--- config.mk ---
export PLATFORM = sky130hd
export DESIGN_NAME = psmac_operand_packer
export DESIGN_NICKNAME = d
export VERILOG_FILES = /design/src/rtl/psmac_operand_packer.sv
export SDC_FILE = /design/constraint.sdc
export NUM_CORES = 1
export LEC_CHECK = 0
export CAP_MARGIN = 20
export CORE_MARGIN = 5
export CORE_UTILIZATION = 40
export CTS_CLUSTER_SIZE = 10
export DETAILED_ROUTE_END_ITERATION = 6
export GPL_ROUTABILITY_DRIVEN = 0
export PLACE_DENSITY = 0.63
export SYNTH_ARGS = -nofsm -noshare
export SYNTH_HDL_FRONTEND = slang
export SYNTH_SLANG_ARGS = --single-unit
--- constraint.sdc ---
create_clock -name clk -period 7.13 [get_ports clk]
set_input_delay 1.0695 -clock clk [delete_from_list [all_inputs] [get_ports clk]]
set_output_delay 1.0695 -clock clk [all_outputs]
set_load 0.05 [all_outputs]
--- src/rtl/psmac_operand_packer.sv ---
// psmac_operand_packer: gathers 2/4/8-bit activation/weight element pairs
// into 32-bit packed MAC operand words with per-digit sign flags and
// precision controls, handing each word out over a valid/ready handshake.
module psmac_operand_packer (
  input  logic        clk,
  input  logic        rst_n,
  input  logic        in_valid,
  output logic        in_ready,
  input  logic [7:0]  in_act,
  input  logic [7:0]  in_wt,
  input  logic        in_act_signed,
  input  logic        in_wt_signed,
  input  logic [1:0]  in_prec,
  input  logic        flush,
  output logic [31:0] ip,
  output logic [31:0] wt,
  output logic [3:0]  sx1,
  output logic [3:0]  sx2,
  output logic [3:0]  sx3,
  output logic [3:0]  sx4,
  output logic [3:0]  sy1,
  output logic [3:0]  sy2,
  output logic [3:0]  sy3,
  output logic [3:0]  sy4,
  output logic        mode1,
  output logic        mode2,
  output logic [4:0]  out_count,
  output logic        out_valid,
  input  logic        out_ready
);

  typedef enum logic [1:0] {
    PREC_8 = 2'b00,
    PREC_4 = 2'b01,
    PREC_2 = 2'b10
  } prec_t;

  // group (assembly) state
  logic [3:0]  cnt_reg;
  prec_t       grp_prec_reg;
  logic [31:0] asm_ip_reg;
  logic [31:0] asm_wt_reg;
  logic [15:0] asm_sx_reg;
  logic [15:0] asm_sy_reg;

  // issued word state
  logic [31:0] ip_reg;
  logic [31:0] wt_reg;
  logic [15:0] sx_reg;
  logic [15:0] sy_reg;
  logic        mode1_reg;
  logic        mode2_reg;
  logic [4:0]  out_count_reg;
  logic        out_valid_reg;

  // decoded beat information
  prec_t       in_prec_norm;
  prec_t       eff_prec;
  logic [3:0]  last_idx;
  logic [4:0]  word_n;
  logic [4:0]  shamt;
  logic [3:0]  top_digit;
  logic [31:0] act_elem;
  logic [31:0] wt_elem;
  logic        mode1_c;
  logic        mode2_c;
  logic [15:0] act_sgn_place;
  logic [15:0] wt_sgn_place;
  logic [31:0] ip_next;
  logic [31:0] wt_next;
  logic [15:0] sx_next;
  logic [15:0] sy_next;
  logic        out_free;
  logic        accept;
  logic        complete;
  logic        flush_issue;

  // reserved precision code 11 behaves as 8-bit
  assign in_prec_norm = (in_prec == 2'b01) ? PREC_4 :
                        (in_prec == 2'b10) ? PREC_2 : PREC_8;

  // the first beat of a group decides its precision; later beats follow the latch
  assign eff_prec = (cnt_reg == 4'd0) ? in_prec_norm : grp_prec_reg;

  // per-precision element geometry and MAC mode controls
  always_comb begin
    last_idx  = 4'd3;
    word_n    = 5'd4;
    shamt     = {cnt_reg[1:0], 3'b000};
    top_digit = {cnt_reg[1:0], 2'b11};
    act_elem  = {24'd0, in_act};
    wt_elem   = {24'd0, in_wt};
    mode1_c   = 1'b1;
    mode2_c   = 1'b1;
    case (eff_prec)
      PREC_4: begin
        last_idx  = 4'd7;
        word_n    = 5'd8;
        shamt     = {cnt_reg[2:0], 2'b00};
        top_digit = {cnt_reg[2:0], 1'b1};
        act_elem  = {28'd0, in_act[3:0]};
        wt_elem   = {28'd0, in_wt[3:0]};
        mode1_c   = 1'b1;
        mode2_c   = 1'b0;
      end
      PREC_2: begin
        last_idx  = 4'd15;
        word_n    = 5'd16;
        shamt     = {cnt_reg, 1'b0};
        top_digit = cnt_reg;
        act_elem  = {30'd0, in_act[1:0]};
        wt_elem   = {30'd0, in_wt[1:0]};
        mode1_c   = 1'b0;
        mode2_c   = 1'b0;
      end
      default: ;
    endcase
  end

  // sign flag lands only on the element's top digit
  for (genvar gi = 0; gi < 16; gi++) begin : g_sign_place
    assign act_sgn_place[gi] = in_act_signed && (top_digit == 4'(gi));
    assign wt_sgn_place[gi]  = in_wt_signed  && (top_digit == 4'(gi));
  end

  // a fresh group starts from an empty word so stale bits never leak in
  assign ip_next = ((cnt_reg == 4'd0) ? 32'd0 : asm_ip_reg) | (act_elem << shamt);
  assign wt_next = ((cnt_reg == 4'd0) ? 32'd0 : asm_wt_reg) | (wt_elem << shamt);
  assign sx_next = ((cnt_reg == 4'd0) ? 16'd0 : asm_sx_reg) | act_sgn_place;
  assign sy_next = ((cnt_reg == 4'd0) ? 16'd0 : asm_sy_reg) | wt_sgn_place;

  assign out_free    = !out_valid_reg || out_ready;
  // only the completing beat can stall, since it needs the output register
  assign in_ready    = !flush && !((cnt_reg == last_idx) && out_valid_reg && !out_ready);
  assign accept      = in_valid && in_ready;
  assign complete    = accept && (cnt_reg == last_idx);
  assign flush_issue = flush && (cnt_reg != 4'd0) && out_free;

  // assembly register and element counter
  always_ff @(posedge clk or negedge rst_n) begin
    if (!rst_n) begin
      cnt_reg      <= 4'd0;
      grp_prec_reg <= PREC_8;
      asm_ip_reg   <= 32'd0;
      asm_wt_reg   <= 32'd0;
      asm_sx_reg   <= 16'd0;
      asm_sy_reg   <= 16'd0;
    end else if (complete || flush_issue) begin
      cnt_reg    <= 4'd0;
      asm_ip_reg <= 32'd0;
      asm_wt_reg <= 32'd0;
      asm_sx_reg <= 16'd0;
      asm_sy_reg <= 16'd0;
    end else if (accept) begin
      cnt_reg    <= cnt_reg + 4'd1;
      asm_ip_reg <= ip_next;
      asm_wt_reg <= wt_next;
      asm_sx_reg <= sx_next;
      asm_sy_reg <= sy_next;
      if (cnt_reg == 4'd0) grp_prec_reg <= eff_prec;
    end
  end

  // output word register: loads on completion or flush, holds under backpressure
  always_ff @(posedge clk or negedge rst_n) begin
    if (!rst_n) begin
      ip_reg        <= 32'd0;
      wt_reg        <= 32'd0;
      sx_reg        <= 16'd0;
      sy_reg        <= 16'd0;
      mode1_reg     <= 1'b0;
      mode2_reg     <= 1'b0;
      out_count_reg <= 5'd0;
      out_valid_reg <= 1'b0;
    end else if (complete) begin
      ip_reg        <= ip_next;
      wt_reg        <= wt_next;
      sx_reg        <= sx_next;
      sy_reg        <= sy_next;
      mode1_reg     <= mode1_c;
      mode2_reg     <= mode2_c;
      out_count_reg <= word_n;
      out_valid_reg <= 1'b1;
    end else if (flush_issue) begin
      ip_reg        <= asm_ip_reg;
      wt_reg        <= asm_wt_reg;
      sx_reg        <= asm_sx_reg;
      sy_reg        <= asm_sy_reg;
      mode1_reg     <= mode1_c;
      mode2_reg     <= mode2_c;
      out_count_reg <= {1'b0, cnt_reg};
      out_valid_reg <= 1'b1;
    end else if (out_ready) begin
      out_valid_reg <= 1'b0;
    end
  end

  assign ip                   = ip_reg;
  assign wt                   = wt_reg;
  assign {sx4, sx3, sx2, sx1} = sx_reg;
  assign {sy4, sy3, sy2, sy1} = sy_reg;
  assign mode1                = mode1_reg;
  assign mode2                = mode2_reg;
  assign out_count            = out_count_reg;
  assign out_valid            = out_valid_reg;

endmodule

==> impl_metrics.json, run 1 <==
{
  "status": "finished, final reports clean",
  "syn_area_um2": 10000,
  "drt_pass1_iterations": 5,
  "nNetsFinal": 1070,
  "syn_nets": 1002,
  "netlist.area_leader.share_pct": 51.53,
  "reg2reg_to": "sx_reg[13]",
  "ant_nets": 0,
  "syn_avg_cell_area_um2": 10.31,
  "drtIter0Drc": 920,
  "drc": 0,
  "cts-resized-gates": 0,
  "numCtsBuffers": 25,
  "critPathArrivalTime_ns": 4.95,
  "start_util_pct": 40.90,
  "regToRegSetupSlack_ns": 1.75,
  "core.rowCount": 57,
  "ys_ff_latch": 206,
  "ioPinCount": 130,
  "max_freq_mhz": 166.1,
  "cts_sinks": 206,
  "relSlewSlack_pct": 26.02,
  "synth_area_leaders": "dfrtp_1 52%, a22o_1 10%, a221oi_1 5.8%, nand2_1 5.3%, a31oi_1 2.8%",
  "core-area_um2": 24460,
  "grt_max_degree": 98,
  "end_kind": "output port",
  "cp-start-kind": "register",
  "crit_fanout": 23,
  "final_hold_viol_count": 0,
  "vias": 8387,
  "rsz0062_at_grt": "no",
  "die_h_um": 168.2,
  "hold_class": "register to register",
  "clockRootBuffer": "clkbuf_16",
  "antenna_found_initial": 0,
  "maxSlewViolCount": 0,
  "cp.required_ns": 6.06,
  "hold_buffers": 0,
  "nFillCells": 2243,
  "cts_max_level": 1,
  "skew_ns": 0.01195,
  "die-area_um2": 28270,
  "worst_hold_startpoint": "asm_ip_reg[1]",
  "clk_path_buf_depth": 3,
  "n_antenna_cell": 0,
  "vias_per_cell": 6.131,
  "fin_tns_setup_ns": 0,
  "ys_types": 69,
  "tightest_slew_ns": 1.109,
  "first_global_vias": 8220,
  "cts_setup_buffers": 0,
  "yosys.area.top_type": "dfrtp_1",
  "grt_pass1_wl_um": 48310,
  "cpMostUsedCell": "ha_1",
  "synthFlopType": "dfrtp_1",
  "crit_type": "register to output port",
  "die_w_um": 168.2,
  "syn2layout_area_growth_pct": 20.01,
  "rr_worst_depth": 12,
  "wirelength_um": 30240,
  "crit_chain": "inv_1, ha_1, or3b_2, o21ai_0, ha_1, ha_1, nor2b_1, nand2_1, nor2_1, nor2_1, clkdlybuf4s50_1",
  "synthCells": 970,
  "grt_overflow_total": 0,
  "period_minus_slack_ns": 6.019,
  "wl_per_cell_um": 22.10,
  "synth-edff-count": 0,
  "hold_end": "ip[1]",
  "gr-usage-all-layers_pct": 20.92,
  "slowest_delay_ns": 0.71,
  "max_cap_viol_count": 0,
  "critPathSlowestCell": "clkdlybuf4s50_1",
  "ys_seq_area_share_pct": 51.53,
  "ys_warn_count": 0,
  "dp_hpwl_um": 18680,
  "tritoncts": "yes",
  "drive_gt1_share_pct": 6.801,
  "timing.final.crit_share_pct": 84.42,
  "clock_latency_ns": 0.51,
  "setup_viol": 0,
  "path_clk_slew_ns": 0.06,
  "r2r-start": "cnt_reg[1]",
  "final_cell_mix": "206 x dfrtp_1, 140 x nand2_1, 128 x clkdlybuf4s50_1",
  "async_reset_ff_share_pct": 100.0,
  "holdPathStages": 2,
  "final_common_cell": "dfrtp_1",
  "port_buffers": 129
}
[synth_stat cells, types with 2 or more instances]
library cell / instances
a211oi_1: 3
a211oi_2: 2
a21o_1: 9
a21oi_1: 26
a221o_1: 4
a221oi_1: 66
a22o_1: 119
a22oi_1: 6
a311oi_1: 3
a31oi_1: 45
a32o_1: 5
a32oi_1: 3
and2_1: 7
and3_1: 11
and3b_1: 2
and4_1: 2
buf_1: 2
buf_2: 39
buf_4: 5
buf_6: 7
clkbuf_1: 46
dfrtp_1: 206
ha_1: 7
inv_1: 4
mux2_2: 8
mux2i_1: 2
nand2_1: 140
nand2b_1: 9
nand3_1: 6
nand3b_1: 6
nor2_1: 47
nor2b_1: 8
nor3_1: 51
nor3b_2: 3
o211ai_1: 4
o21ai_0: 15
o21ai_1: 4
o22ai_1: 6
xor2_1: 2
[metal layers]
| layer | vias to the layer above | global-route usage (%) | share of wire (%) |
|---|---|---|---|
| met5 | - | 0 | 0 |
| met4 | 0 | 5.081 | 1.9 |
| met3 | 45 | 3.705 | 6.9 |
| met2 | 343 | 31.73 | 46 |
| met1 | 4196 | 31.28 | 46 |
| li1 | 3803 | - | - |
[through the flow]
stage | area, um2 | cells | utilization (%) | worst slack [ns] | hold slack, ns
floorplan | 10000 | 970 | - | 2.797 | 0.4391
global placement | 11330 | 1335 | 46.32 | 1.794 | 0.4522
detailed placement | 11330 | 1335 | 46.32 | 1.687 | 0.4610
CTS | 12010 | 1368 | 49.08 | 1.141 | 0.4749
global route | 12010 | 1368 | 49.08 | 0.7387 | 0.4993
finish | 12010 | 1368 | 49.08 | 1.111 | 0.4756
[critical path, delay by kind of cell (launching register included)]
family                   cells  cell delay [ns]
flip-flops                   1             0.63
AND/OR/NAND/NOR              5             1.30
AO/OA/AOI/OAI                1             0.39
adder cells (fa/ha/maj)      3             1.21
buffers and inverters        2             0.89
[cell families after synthesis]
| family | after synthesis | synth area share, % |
|---|---|---|
| AOI/OAI and AO/OA | 334 | 26.30 |
| xor gates and xnor gates | 3 | 0.3377 |
| adders and majority gates | 7 | 0.8754 |
| buffers and inverters | 103 | 5.065 |
| DFF | 206 | 51.53 |
| muxes | 11 | 1.238 |
| and+or+nand+nor | 306 | 14.66 |
[worst max path at each step]
stage | startpoint | endpoint | slack, ns | cells past startpoint
after global placement | in_prec[0] | in_ready | 1.79 | 10
final | cnt_reg[1] | in_ready | 1.11 | 11
after floorplan | cnt_reg[1] | in_ready | 2.80 | 13
after detailed placement | cnt_reg[1] | in_ready | 1.69 | 11
after CTS | cnt_reg[1] | in_ready | 1.14 | 11
after global routing | cnt_reg[1] | in_ready | 0.74 | 11
[cell type report]
type	instances	area, um2	share of cell area, %
Clock buffer	31	658.1	5.481
Clock inverter	2	17.52	0.1459
Inverter	4	15.01	0.1251
Multi-Input combinational cell	661	4365	36.36
Sequential cell	206	5155	42.93
Tap cell	324	405.4	3.376
Timing Repair Buffer	140	1390	11.58
Power of run 1 is not shown: default switching activity piles up to over one toggle a cycle in this logic, so the estimate is an artifact.
==> inputs of run 2 (changes only) <==
==> constraint.sdc (replaced) <==
create_clock -name clk -period 6.32 [get_ports clk]
set_input_delay 0.948 -clock clk [delete_from_list [all_inputs] [get_ports clk]]
set_output_delay 0.948 -clock clk [all_outputs]
set_load 0.05 [all_outputs]
==> run 2 against run 1 <==
- final area rose by 0.21%
- utilization rose by 0.10 points
- global-route usage fell by 0.18 points
- critical path depth did not move
- die area did not move
- worst hold slack got worse by 0.00071 ns
- register-to-register slack got worse by 0.58 ns
- routed wire length barely moved
- non-clock buffer count rose by 1
- via count rose by 0.41%
==> impl_metrics.json, run 2 (synthesized netlist as in run 1, its figures left out) <==
{
  "crit_fanout": 23,
  "drive_gt1_share_pct": 6.966,
  "cts_sinks": 206,
  "drc": 0,
  "setup_viol": 0,
  "rsz0062_at_grt": "no",
  "core-area_um2": 24460,
  "worst_hold_startpoint": "wt[2]",
  "tightest_slew_ns": 1.106,
  "timing.final.crit_share_pct": 92.77,
  "die-area_um2": 28270,
  "fin_tns_setup_ns": 0,
  "wirelength_um": 30220,
  "numCtsBuffers": 25,
  "drtIter0Drc": 988,
  "critPathArrivalTime_ns": 4.92,
  "nFillCells": 2236,
  "cts-resized-gates": 0,
  "clk_path_buf_depth": 3,
  "period_minus_slack_ns": 5.863,
  "nNetsFinal": 1071,
  "max_cap_viol_count": 0,
  "clock_latency_ns": 0.52,
  "status": "finished, final reports clean",
  "core.rowCount": 57,
  "grt_pass1_wl_um": 47890,
  "tritoncts": "yes",
  "grt_overflow_total": 0,
  "grt_max_degree": 109,
  "die_w_um": 168.2,
  "drt_pass1_iterations": 5,
  "clockRootBuffer": "clkbuf_16",
  "die_h_um": 168.2,
  "syn2layout_area_growth_pct": 20.26,
  "final_common_cell": "dfrtp_1",
  "gr-usage-all-layers_pct": 20.74,
  "cp-start-kind": "register",
  "vias": 8421,
  "path_clk_slew_ns": 0.06,
  "cp-startpoint": "cnt_reg[1]",
  "maxSlewViolCount": 0,
  "final_hold_viol_count": 0,
  "hold_buffers": 0,
  "skew_ns": 0.007291,
  "r2r-start": "cnt_reg[1]",
  "start_util_pct": 40.90,
  "hold_class": "register to register",
  "final_cell_mix": "206 x dfrtp_1, 140 x nand2_1, 128 x clkdlybuf4s50_1",
  "wl_per_cell_um": 22.03,
  "cp.required_ns": 5.37,
  "n_antenna_cell": 0,
  "dp_hpwl_um": 19090,
  "first_global_vias": 8208,
  "antenna_found_initial": 0,
  "crit_type": "register to output port",
  "relSlewSlack_pct": 26.26,
  "max_freq_mhz": 170.6,
  "cts_setup_buffers": 0,
  "ant_nets": 0,
  "ioPinCount": 130,
  "cts_max_level": 1,
  "vias_per_cell": 6.138,
  "port_buffers": 129,
  "end_kind": "output port"
}
==> run 2: worst max-delay path: stages, from the launching register on <==
cell	delay (ns)
dfrtp_1	0.62
inv_1	0.18
ha_1	0.18
or3b_2	0.64
o21ai_0	0.40
ha_1	0.66
ha_1	0.37
nor2b_1	0.25
nand2_1	0.14
nor2_1	0.19
nor2_1	0.06
clkdlybuf4s50_1	0.71
==> run 2: area by class of cell <==
| cell class | instances | area [um2] | area share [%] |
|---|---|---|---|
| multi-input combinational | 661 | 4365 | 36.28 |
| tap | 324 | 405.4 | 3.369 |
| clock buffer | 34 | 679.4 | 5.647 |
| timing repair buffer | 141 | 1398 | 11.62 |
| clock inverter | 2 | 13.76 | 0.1144 |
| inverter | 4 | 15.01 | 0.1248 |
| sequential | 206 | 5155 | 42.85 |
==> run 2: worst paths after layout <==
check	end	slack, ns	cells past startpoint
worst min register to register	wt[2]	0.47	2
min in group asynchronous	asm_wt_reg[11]	0.56	1
worst max-delay path	in_ready	0.46	11
worst max register to register	asm_wt_reg[20]	1.17	10
worst min-delay path	wt[2]	0.47	2
max in group asynchronous	asm_ip_reg[0]	4.44	2
==> run 2: per-layer routing <==
| layer | GRT usage [%] | part of all wire (%) | up-vias |
|---|---|---|---|
| li1 | - | - | 3797 |
| met1 | 31.20 | 46 | 4220 |
| met2 | 31.36 | 45 | 351 |
| met3 | 2.931 | 7.1 | 53 |
| met4 | 5.822 | 2.6 | 0 |
| met5 | 0 | 0 | - |
==> run 2: stage by stage <==
step	utilization (%)	cells	hold slack, ns	worst slack [ns]	cell area, um2
2_1_floorplan	-	970	0.4391	2.109	10000
3_3_place_gp	46.35	1336	0.4517	1.125	11340
3_5_place_dp	46.35	1336	0.4624	1.023	11340
4_1_cts	49.18	1372	0.4732	0.4984	12030
5_1_grt	49.18	1372	0.4978	0.1682	12030
6_report	49.18	1372	0.4749	0.4569	12030
Power of run 2 is left out for the same reason.
